`src/rtl/apb_slave_mem_if.sv`:
```
// APB bus bundle between the bridge's APB master port and apb_slave_mem.
// Clock and reset are kept as plain ports on the modules, not carried here.
interface apb_slave_mem_if;
   logic [31:0] paddr;
   logic        psel;
   logic        penable;
   logic        pwrite;
   logic [31:0] pwdata;
   logic [31:0] prdata;
   logic        pready;
   logic        pslverr;

   modport master (
      output paddr, psel, penable, pwrite, pwdata,
      input  prdata, pready, pslverr
   );

   modport slave (
      input  paddr, psel, penable, pwrite, pwdata,
      output prdata, pready, pslverr
   );
endinterface

```
`src/rtl/apb_slave_mem.sv`:
```
// APB completer backed by a word-addressed register memory with programmable wait states.
// Define APB_SLV_PROT_CHK_EN to add the sticky prot_err protocol checker output.
module apb_slave_mem #(
   parameter logic [31:0] BASE_ADDR   = 32'h8000_0000,
   parameter int          DEPTH       = 16,
   parameter int          WAIT_STATES = 0
) (
   input  logic          clock,
   input  logic          presetn,
   apb_slave_mem_if.slave bus
`ifdef APB_SLV_PROT_CHK_EN
   ,
   output logic          prot_err
`endif
);

   localparam int          AW   = $clog2(DEPTH);
   localparam logic [31:0] SPAN = 32'(DEPTH * 4);

   localparam logic [1:0] IDLE   = 2'd0;
   localparam logic [1:0] SETUP  = 2'd1;
   localparam logic [1:0] ACCESS = 2'd2;

   logic [1:0]    state;
   logic [3:0]    wait_cnt;
   logic          lat_write;
   logic [31:0]   lat_wdata;
   logic          lat_valid;
   logic [AW-1:0] lat_idx;
   logic [31:0]   mem [DEPTH];

   logic [31:0]   offset;
   logic          dec_valid;
   logic [AW-1:0] dec_idx;

   // Offset wraps in 32 bits, so addresses below BASE_ADDR land far out of range.
   always_comb begin
      offset    = bus.paddr - BASE_ADDR;
      dec_valid = (offset < SPAN) && (bus.paddr[1:0] == 2'b00);
      dec_idx   = offset[AW+1:2];
   end

   // NOTE: the memory is built from flops and must reset to zero, so it shares
   // the async reset branch with the FSM instead of being a resetless RAM array.
   always_ff @(posedge clock or negedge presetn) begin
      if (!presetn) begin
         state     <= IDLE;
         wait_cnt  <= '0;
         lat_write <= 1'b0;
         lat_wdata <= '0;
         lat_valid <= 1'b0;
         lat_idx   <= '0;
         bus.prdata  <= '0;
         bus.pready  <= 1'b0;
         bus.pslverr <= 1'b0;
         for (int i = 0; i < DEPTH; i++) mem[i] <= '0;
      end else begin
         // NOTE: non-blocking throughout; pready/pslverr default low so they
         // pulse for exactly the completing cycle.
         bus.pready  <= 1'b0;
         bus.pslverr <= 1'b0;
         case (state)
            IDLE: begin
               if (bus.psel && !bus.penable) begin
                  state     <= SETUP;
                  lat_write <= bus.pwrite;
                  lat_wdata <= bus.pwdata;
                  lat_valid <= dec_valid;
                  lat_idx   <= dec_idx;
               end
            end
            SETUP: begin
               if (bus.psel && bus.penable) begin
                  state    <= ACCESS;
                  wait_cnt <= 4'(WAIT_STATES);
               end else begin
                  state <= IDLE;
               end
            end
            ACCESS: begin
               if (!bus.psel) begin
                  state <= IDLE;
               end else if (wait_cnt != 4'd0) begin
                  wait_cnt <= wait_cnt - 4'd1;
               end else begin
                  state      <= IDLE;
                  bus.pready <= 1'b1;
                  if (lat_valid) begin
                     if (lat_write) mem[lat_idx] <= lat_wdata;
                     else           bus.prdata   <= mem[lat_idx];
                  end else begin
                     bus.pslverr <= 1'b1;
                     if (!lat_write) bus.prdata <= '0;
                  end
               end
            end
            default: state <= IDLE;
         endcase
      end
   end

`ifdef APB_SLV_PROT_CHK_EN
   logic [31:0] lat_addr;

   // Master must hold the transfer stable from SETUP until pready.
   always_ff @(posedge clock or negedge presetn) begin
      if (!presetn) begin
         lat_addr <= '0;
         prot_err <= 1'b0;
      end else begin
         if (state == IDLE && bus.psel && !bus.penable) lat_addr <= bus.paddr;
         if (state == ACCESS) begin
            if (!bus.psel || bus.paddr != lat_addr || bus.pwrite != lat_write ||
                bus.pwdata != lat_wdata)
               prot_err <= 1'b1;
         end
      end
   end
`endif

endmodule

```
`src/flat_wrapper.sv`:
```
// flat-port wrapper written by rule: the top's interface ports become plain ports
module apb_slave_mem_flat 
#(
   parameter logic [31:0] BASE_ADDR   = 32'h8000_0000,
   parameter int          DEPTH       = 16,
   parameter int          WAIT_STATES = 0
)
  (clock, presetn, bus_paddr, bus_psel, bus_penable, bus_pwrite, bus_pwdata, bus_prdata, bus_pready, bus_pslverr);
  apb_slave_mem_if bus_i ();
  input  logic clock;
  input  logic presetn;
  input wire logic [$bits(bus_i.paddr)-1:0] bus_paddr;
  input wire logic [$bits(bus_i.psel)-1:0] bus_psel;
  input wire logic [$bits(bus_i.penable)-1:0] bus_penable;
  input wire logic [$bits(bus_i.pwrite)-1:0] bus_pwrite;
  input wire logic [$bits(bus_i.pwdata)-1:0] bus_pwdata;
  output wire logic [$bits(bus_i.prdata)-1:0] bus_prdata;
  output wire logic [$bits(bus_i.pready)-1:0] bus_pready;
  output wire logic [$bits(bus_i.pslverr)-1:0] bus_pslverr;
  assign bus_i.paddr = bus_paddr;
  assign bus_i.psel = bus_psel;
  assign bus_i.penable = bus_penable;
  assign bus_i.pwrite = bus_pwrite;
  assign bus_i.pwdata = bus_pwdata;
  assign bus_prdata = bus_i.prdata;
  assign bus_pready = bus_i.pready;
  assign bus_pslverr = bus_i.pslverr;
  apb_slave_mem #(.BASE_ADDR(BASE_ADDR), .DEPTH(DEPTH), .WAIT_STATES(WAIT_STATES)) u_core (.clock(clock), .presetn(presetn), .bus(bus_i));
endmodule
```
`config.mk`:
```
export PLATFORM = sky130hd
export DESIGN_NAME = apb_slave_mem_flat
export DESIGN_NICKNAME = d
export VERILOG_FILES = /design/src/rtl/apb_slave_mem_if.sv /design/src/rtl/apb_slave_mem.sv /design/src/flat_wrapper.sv
export SDC_FILE = /design/constraint.sdc
export NUM_CORES = 1
export LEC_CHECK = 0
export CORE_AREA = 2 2 269 204
export DETAILED_ROUTE_END_ITERATION = 10
export DIE_AREA = 0 0 271 206
export PLACE_DENSITY = 0.7
export SETUP_SLACK_MARGIN = 0.1
export SLEW_MARGIN = 20
export SYNTH_ARGS = -nofsm -noshare
export SYNTH_HDL_FRONTEND = slang
export SYNTH_SLANG_ARGS = --single-unit
export TNS_END_PERCENT = 5
```
`constraint.sdc`:
```
create_clock -name clock -period 2.8 [get_ports clock]
set_input_delay 0.56 -clock clock [delete_from_list [all_inputs] [get_ports clock]]
set_output_delay 0.56 -clock clock [all_outputs]
set_load 0.05 [all_outputs]
```
* Yosys cells after proc, flatten, opt, wreduce, memory -nomap -nowiden
Cells that the tools add are included.
** Operators by class
- Div/mod/pow operators :: 0
- Eq/ne operators :: 7
- Bitwise operators :: 3
- $lt $le $gt $ge :: 3
- Reduce and logical (&&, ||, !) cells :: 14
- Multiplexer cells :: 25
- $add $sub $neg :: 2
- Shift operators :: 0
- $mul :: 0
** Operators by type and width (count)
- 512-bit bitwise mux :: 1
- 32-bit two-way mux :: 6
- 32-bit binary-select mux with 4-bit select :: 1
- 32-bit demux with 4-bit select :: 1
- 32-bit by 7-bit < comparator with 1-bit output, second input constant :: 1
- 32-bit subtractor, second input constant :: 1
- 4-bit two-way mux :: 3
- 2-bit two-way mux :: 4
- 4-bit case mux with 2 select lines :: 1
- 4-bit AND reduction :: 2
- 1-bit two-way mux :: 7
- 2-bit by 1-bit != test with 1-bit output, second input constant :: 3
- 2-bit case mux with 3 select lines :: 1
- 5-bit greater-or-equal comparator, second input constant :: 1
- 5-bit by 1-bit < comparator with 1-bit output, second input constant :: 1
- 4-bit inverter with 5-bit output :: 1
- 5-bit AND reduction :: 1
- 1-bit logical AND :: 4
- 2-bit logical NOT :: 2
- 2-bit AND reduction :: 2
- 4-bit nonzero test :: 1
- 4-bit by 1-bit subtractor with 4-bit output, second input constant :: 1
- 3-bit != test, second input constant :: 1
- 2-bit by 1-bit equality test with 1-bit output, second input constant :: 1
- other kinds (5) :: 6
** Word-level totals
- Bits in latches :: 0
- Output and inout port bits :: 34
- Bits in registers :: 590
- Memory bits (writable) :: 0
- Memories :: 0
- Word-level logic and storage cells :: 79
- ROM bits :: 0
- Input bits :: 69

* Longest topological paths before layout
Gate-level depths: netlist of the first run.
- Depth after elaboration :: 6
- Mapped depth :: 8
- Mapped depth without buffers :: 6

* Worst setup path before layout of the first run
No wires, ideal clock.
- Kind :: register -> register
- Start point :: reg u_core.wait_cnt[0]
- End point :: reg u_core.mem[289] (netlist name)
- Library setup time :: 0.125 ns
- Buffers on the path :: 1
- Period minus slack after synthesis :: 2.122 ns
- Required time :: 2.675 ns
- Data arrival time :: 1.998 ns
- Path slack :: 0.678 ns
- Cell stages (with the launch flop) :: 8
- Path through :: dfrtp_1 -> inv_1 -> ha_1 -> nor3b_4 -> nand4b_2 -> nor3_2 -> buf_4 -> mux2_2
** On the way
- Cells in the longest elaborated chain, start to end :: 3
** RTL lines
- from (decl) :: RTL line apb_slave_mem.sv:25 : logic [3:0] wait_cnt;
- from (signal assigned) :: RTL line apb_slave_mem.sv:75 : wait_cnt <= 4'(WAIT_STATES);
- from (signal assigned) :: RTL line apb_slave_mem.sv:84 : wait_cnt <= wait_cnt - 4'd1;
- 4-bit nonzero test :: RTL line apb_slave_mem.sv:83 : end else if (wait_cnt != 4'd0) begin
- 1-bit inverter (no line)
- 5-bit AND reduction (no line)
- to (signal, indexed assignment) :: RTL line apb_slave_mem.sv:89 : if (lat_write) mem[lat_idx] <= lat_wdata;
- to (decl) :: RTL line apb_slave_mem.sv:30 : logic [31:0] mem [DEPTH];
No other way between the ends.
A chain may end at the register's enable or synchronous reset.

* Worst setup path in the final report of the first run
- Start point :: reg u_core.bus.prdata[20]
- End point :: out bus_prdata[20]
** RTL lines
- from (decl) :: RTL line apb_slave_mem_if.sv:20 : output prdata, pready, pslverr
- from (signal assigned) :: RTL line apb_slave_mem.sv:90 : else bus.prdata <= mem[lat_idx];
- to (decl) :: RTL line flat_wrapper.sv:17 : output wire logic [$bits(bus_i.prdata)-1:0] bus_prdata;
No word-level cell between the ends.

==> results_dict.tcl, run 1 <==
set metrics [dict create \
    status "finished, final reports clean" \
    hpwl_um 35900 \
    p_leak_uw 0.0148 \
    drc 0 \
    fp.dieArea_um2 55800 \
    insertion_delay_ns 0.63 \
    synthCells 1598 \
    core_region_area_um2 53600 \
    path_clk_slew_ns 0.06 \
    netlist_area_um2 26400 \
    p_clk_share_pct 41.0 \
    finalSetupViolCount 0 \
    power_switching_uw 4690 \
    combPwrFrac_pct 8.9 \
    routed_wl_um 58300 \
    clock-sinks 590 \
    ys_seq_area_share_pct 56.0 \
    grt_pass1_wl_um 92900 \
    yosys-top-cells-area "dfrtp_1, mux2_2, mux4_2" \
    synth_edf_count 0 \
    synth_area_per_cell_um2 16.5 \
    antenna_found_initial 0 \
    antenna_cells 0 \
    skew_ns 0.0473 \
    min_period_ns 2.43 \
    power_density_nw_per_um2 602 \
    ys_warn_count 0 \
    cp_top_family "buffers and inverters" \
    path_max_fanout 2 \
    timing.fmax_ghz 0.411 \
    synth_fp_nets 1668 \
    synth.distinct_cells 37 \
    critPathKind "register to primary output" \
    critPathArrivalTime_ns 1.87 \
    finalHoldViolations 0 \
    rsz0062_at_grt "no" \
    async_flop_share_pct 100 \
    vias 14300 \
    synthToLayoutAreaGrowth_pct 16.0 \
    final_nets 1779 \
    drv_slew 0 \
    synth_area_leader_cell "dfrtp_1" \
    ir_drop_mv 0.446 \
    whs_ns 0.469 \
    p_int_uw 13700 \
    ant_nets 0 \
    power_uw 18400 \
    cap_violations 0 \
    cp_num_buf_inv 1 \
    place_area_um2 28700 \
    grt_use_total_pct 21.6 \
    start_kind "register" \
    seq_power_share_pct 50.2 \
    dr.pass1.iters 4 \
    die_w_um 271 \
    first_global_vias 15600 \
    cts_made_buffers 56 \
    finalCritPeriodShare_pct 86.9 \
    stdcell_count 2473 \
    synth_flop_cell "dfrtp_1" \
    ctsLongestPathBuffers 3 \
    tightest_slew_ns 0.573 \
    fin_area_um2 30600 \
    io_pins 103 \
    slowest_stage "clkdlybuf4s50_1" \
    cts_tree "yes" \
    drt_iter0_markers 931 \
    ys_seq_elements 590 \
    tns_ns 0 \
    overflow 0 \
    yosys.area.top_type_share_pct 56.0 \
    slew_headroom_pct 61.8 \
    cts-resized-gates 0 \
    viasPerCell 5.77 \
    drive_gt1_share_pct 48.3 \
    cp_slowest_stage_delay_ns 0.83 \
    wire_per_inst_um 23.6 \
    port_buffers 102 \
    crit_required_ns 2.24 \
    synthMostInstantiatedCell "dfrtp_1" \
    cts_root_buf "clkbuf_16" \
    swShare_pct 25.5 \
    place_inst 2370 \
    htreeDepth 2 \
    hold_class "input pin to async pin" \
    cp-end-kind "primary output" \
    path_cells "clkdlybuf4s50_1" \
    synth_common_cells "dfrtp_1, mux2_2, mux4_2" \
    start_util_pct 49.2 \
    placementRows 74 \
    grt_max_degree 92 \
    place_congestion 0.755 \
    die_h_um 206 \
]
final timing paths:
path                                              startpoint                               end  slack, ns  cells past startpoint
setup / recovery           u_core.bus.prdata[20]$_DFFE_PN0P_                    bus_prdata[20]       0.37                      1
hold / removal                                       presetn       u_core.mem[125]$_DFFE_PN0P_       0.47                      2
setup reg to reg               u_core.lat_idx[2]$_DFFE_PN0P_  u_core.bus.prdata[2]$_DFFE_PN0P_       0.42                      5
hold reg to reg                   u_core.mem[29]$_DFFE_PN0P_        u_core.mem[29]$_DFFE_PN0P_       0.48                      1
max in group asynchronous                            presetn       u_core.mem[447]$_DFFE_PN0P_       1.37                      4
min in group clock                u_core.mem[29]$_DFFE_PN0P_        u_core.mem[29]$_DFFE_PN0P_       0.48                      1
power groups by stage:
| stage | sequential [µW] | clock (µW) | combinational, µW |
|---|---|---|---|
| 2_1_floorplan | 8950 | 0 | 1240 |
| 3_3_place_gp | 9370 | 0 | 1620 |
| 3_5_place_dp | 9380 | 0 | 1640 |
| 4_1_cts | 9220 | 7720 | 1640 |
| 5_1_grt | 9290 | 8070 | 1760 |
| 6_report | 9230 | 7540 | 1630 |
stage by stage:
step                      worst slack (ns)  util (%)
after global placement             -0.0863      53.6
after floorplan                      0.678         -
after detailed placement            -0.131      53.6
final                                0.366      57.0
after global routing                 0.281      57.0
after CTS                            0.263      57.0
layer usage:
metal	global-route usage [%]	part of all wire, %	vias to the layer above
met5	0	0	-
met4	5.03	1.8	0
met3	3.15	3.7	74
met2	34.3	47	221
met1	31.8	48	7791
li1	-	-	6194
placed cells by master (no fill, tap or decap), types with 2 or more instances in the layout:
| master | n |
|---|---|
| a22o_1 | 32 |
| and3_1 | 2 |
| buf_12 | 34 |
| buf_4 | 52 |
| bufinv_16 | 2 |
| clkbuf_1 | 14 |
| clkbuf_16 | 57 |
| clkbuf_8 | 13 |
| clkdlybuf4s50_1 | 101 |
| clkinv_2 | 10 |
| clkinvlp_4 | 2 |
| dfrtp_1 | 586 |
| dfrtp_4 | 4 |
| inv_1 | 4 |
| mux2_1 | 34 |
| mux2_2 | 517 |
| mux2i_1 | 99 |
| mux4_2 | 128 |
| nand2_1 | 6 |
| nand2b_1 | 6 |
| nand3_1 | 2 |
| nand3b_4 | 2 |
| nand4b_2 | 2 |
| nor2_1 | 3 |
| nor3_4 | 9 |
| nor4_1 | 6 |
| nor4_4 | 3 |
state kept, by name, indices dropped and copies added, names as in the netlist:
name,count
u_core.bus.pslverr,1
u_core.bus.pready,1
u_core.state,2
u_core.lat_valid,1
u_core.lat_write,1
u_core.bus.prdata,32
u_core.lat_idx,4
u_core.lat_wdata,32
u_core.mem,512
u_core.wait_cnt,4
cells by family (layout without fill, tap and decap cells):
logic type | count (synthesis) | count (layout) | synth area share [%]
compound gates | 33 | 33 | 1.09
fa+ha+maj | 1 | 1 | 0.0475
buf+inv | 140 | 293 | 2.76
flops | 590 | 590 | 56.0
mux | 778 | 778 | 38.2
simple gates | 56 | 56 | 1.84
timing repair:
item | in CTS | in global routing
endpoints found under the setup margin | 0 | 5
hold buffers | 1 | 0
endpoints found under the hold margin | 36 | 0
buffers inserted | 0 | 2
area by class of cell:
cell class,instances,area (µm²)
clock buffers,84,1660
clock inverters,16,164
flip-flops and latches,590,14800
multi-input cells,868,10900
well taps,722,903
inverters,4,15.0
repair buffers,189,2110
fillers,4144,23000
(Power assumes the default switching activity.)
==> inputs of run 2 (changes only) <==
--- a/config.mk
+++ b/config.mk
@@ -9,6 +9,7 @@
 export DETAILED_ROUTE_END_ITERATION = 10
 export DIE_AREA = 0 0 271 206
 export PLACE_DENSITY = 0.7
+export RECOVER_POWER = 50
 export SETUP_SLACK_MARGIN = 0.1
 export SLEW_MARGIN = 20
 export SYNTH_ARGS = -nofsm -noshare
==> run 2 against run 1 <==
Routed wire length about the same. Cell count unchanged. Global-route usage unchanged. Clock power about the same. Non-clock buffer count unchanged. Clock skew increased by 0.0016 ns. First-iteration DRC count decreased by 2.6%. Combinational power decreased by 2%. Final area decreased by 0.45%. Sequential share of layout area increased by 0.22 points. Largest cell class unchanged.
==> results_dict.tcl, run 2 (synthesized netlist as in run 1, its figures left out) <==
set metrics [dict create \
    io_pins 103 \
    path_clk_slew_ns 0.06 \
    min_period_ns 2.44 \
    finalSetupViolCount 0 \
    rr_startpoint "u_core.wait_cnt[0]$_DFFE_PN0P_" \
    seq_power_share_pct 50.3 \
    regArea_um2 14800 \
    synthToLayoutAreaGrowth_pct 15.4 \
    hpwl_um 35900 \
    start_util_pct 49.2 \
    grt_max_degree 92 \
    largest_reg_flops 512 \
    vias 14300 \
    critPathArrivalTime_ns 1.88 \
    layout_commonest_cell "dfrtp_1" \
    p_leak_uw 0.0147 \
    nFillCells 4164 \
    final_cell_mix "dfrtp_1, mux2_2, mux4_2" \
    power_uw 18400 \
    power_switching_uw 4680 \
    final_nets 1779 \
    p_int_uw 13700 \
    ctsLongestPathBuffers 3 \
    clock-sinks 590 \
    path_cells "clkdlybuf4s50_1" \
    dr.pass1.iters 4 \
    skew_ns 0.0489 \
    cts_root_buf "clkbuf_16" \
    stdcell_count 2473 \
    critPathKind "register to primary output" \
    grt.busiest_layer "met2" \
    cp_slowest_stage_delay_ns 0.83 \
    finalHoldViolations 0 \
    multi_input_area_um2 10900 \
    cts_tree "yes" \
    start_kind "register" \
    r2r_setup_slack_ns 0.40 \
    min_from "u_core.mem[29]$_DFFE_PN0P_" \
    viasPerCell 5.78 \
    combPwrFrac_pct 8.7 \
    insertion_delay_ns 0.63 \
    placementRows 74 \
    port_buffers 102 \
    rsz0062_at_grt "no" \
    die_w_um 271 \
    post-route-util_pct 56.7 \
    use_met2_pct 34.3 \
    htreeDepth 2 \
    cp_top_family "buffers and inverters" \
    hold_class "register to register" \
    cts_made_buffers 56 \
    cp-end-kind "primary output" \
    p_clk_share_pct 41.1 \
    ant_nets 0 \
    core_region_area_um2 53600 \
    wire_per_inst_um 23.6 \
    path_max_fanout 2 \
    fp.dieArea_um2 55800 \
    die_h_um 206 \
    overflow 0 \
    ir_drop_mv 0.446 \
    crit_required_ns 2.24 \
    grt_use_total_pct 21.6 \
    first_global_vias 15600 \
    drc 0 \
    slew_headroom_pct 15.2 \
    cts-resized-gates 0 \
    finalCritPeriodShare_pct 87.0 \
    worstRegToRegCells 8 \
    place_congestion 0.755 \
    power_density_nw_per_um2 603 \
    antenna_cells 0 \
    tns_ns 0 \
    tightest_slew_ns 1.27 \
    whs_endpoint "u_core.mem[29]$_DFFE_PN0P_" \
    status "finished, final reports clean" \
    swShare_pct 25.5 \
    drv_slew 0 \
    place_inst 2370 \
    routed_wl_um 58300 \
    antenna_found_initial 0 \
    timing.fmax_ghz 0.410 \
    drt_iter0_markers 907 \
    grtUsageMet1_pct 31.8 \
    cap_violations 0 \
    min_path_cells 1 \
    slowest_stage "clkdlybuf4s50_1" \
    use_met3_pct 3.15 \
    top_regs "u_core.mem (512), u_core.bus.prdata (32), u_core.lat_wdata (32)" \
    r2r-end "u_core.mem[225]$_DFFE_PN0P_" \
    grt_pass1_wl_um 92900 \
    top_register "u_core.mem" \
    drive_gt1_share_pct 47.4 \
    whs_ns 0.481 \
    cp_num_buf_inv 1 \
]
[run 2: cell count changes in the layout (fill, tap and decap cells not counted), sizes merged]
cell / delta
buf: -19
clkbuf: +19
[run 2: how the worst max path moves through the flow]
stage                                                  from                     endpoint  slack [ns]  depth (start not counted)
after floorplan              u_core.wait_cnt[0]$_DFFE_PN0P_  u_core.mem[289]$_DFFE_PN0P_        0.68                          7
after global placement                             bus_psel   u_core.mem[19]$_DFFE_PN0P_       -0.09                          6
after detailed placement                           bus_psel  u_core.mem[119]$_DFFE_PN0P_       -0.13                          6
after CTS                    u_core.wait_cnt[0]$_DFFE_PN0P_  u_core.mem[225]$_DFFE_PN0P_        0.26                          7
after global routing                                presetn  u_core.mem[447]$_DFFE_PN0P_        0.15                          4
final                     u_core.bus.prdata[20]$_DFFE_PN0P_               bus_prdata[20]        0.36                          1
[run 2: power groups by stage]
| stage | clock network, µW | logic [µW] | registers [µW] |
|---|---|---|---|
| after floorplan | 0 | 1240 | 8950 |
| after global placement | 0 | 1620 | 9370 |
| after detailed placement | 0 | 1640 | 9380 |
| after CTS | 7720 | 1640 | 9220 |
| after global routing | 8070 | 1720 | 9280 |
| final | 7540 | 1590 | 9220 |
[run 2: metrics by stage]
stage,instance area (µm²),setup WS [ns]
floorplan,26400,0.678
global placement,28700,-0.0863
detailed placement,28700,-0.131
CTS,30500,0.263
global route,30400,0.148
finish,30400,0.363
[run 2: area by class of cell]
type                       instances  share of cell area, %
sequential                       590                   48.6
multi-input combinational        868                   35.9
inverter                           4                 0.0494
clock inverter                    16                  0.539
timing repair buffer             189                   6.53
tap                              722                   2.97
clock buffer                      84                   5.45
[run 2: repair_timing]
item / 4_1_cts / 5_1_grt
hold endpoints to repair: 36 / 0
endpoints found under the setup margin: 0 / 5
setup buffers: 0 / 2
hold buffers: 1 / 0
[run 2: routing by layer]
metal | wire [µm] | part of all wire (%)
met5 | 0 | 0
met2 | 27300 | 47
met4 | 992 | 1.7
met1 | 27900 | 48
met3 | 2050 | 3.5
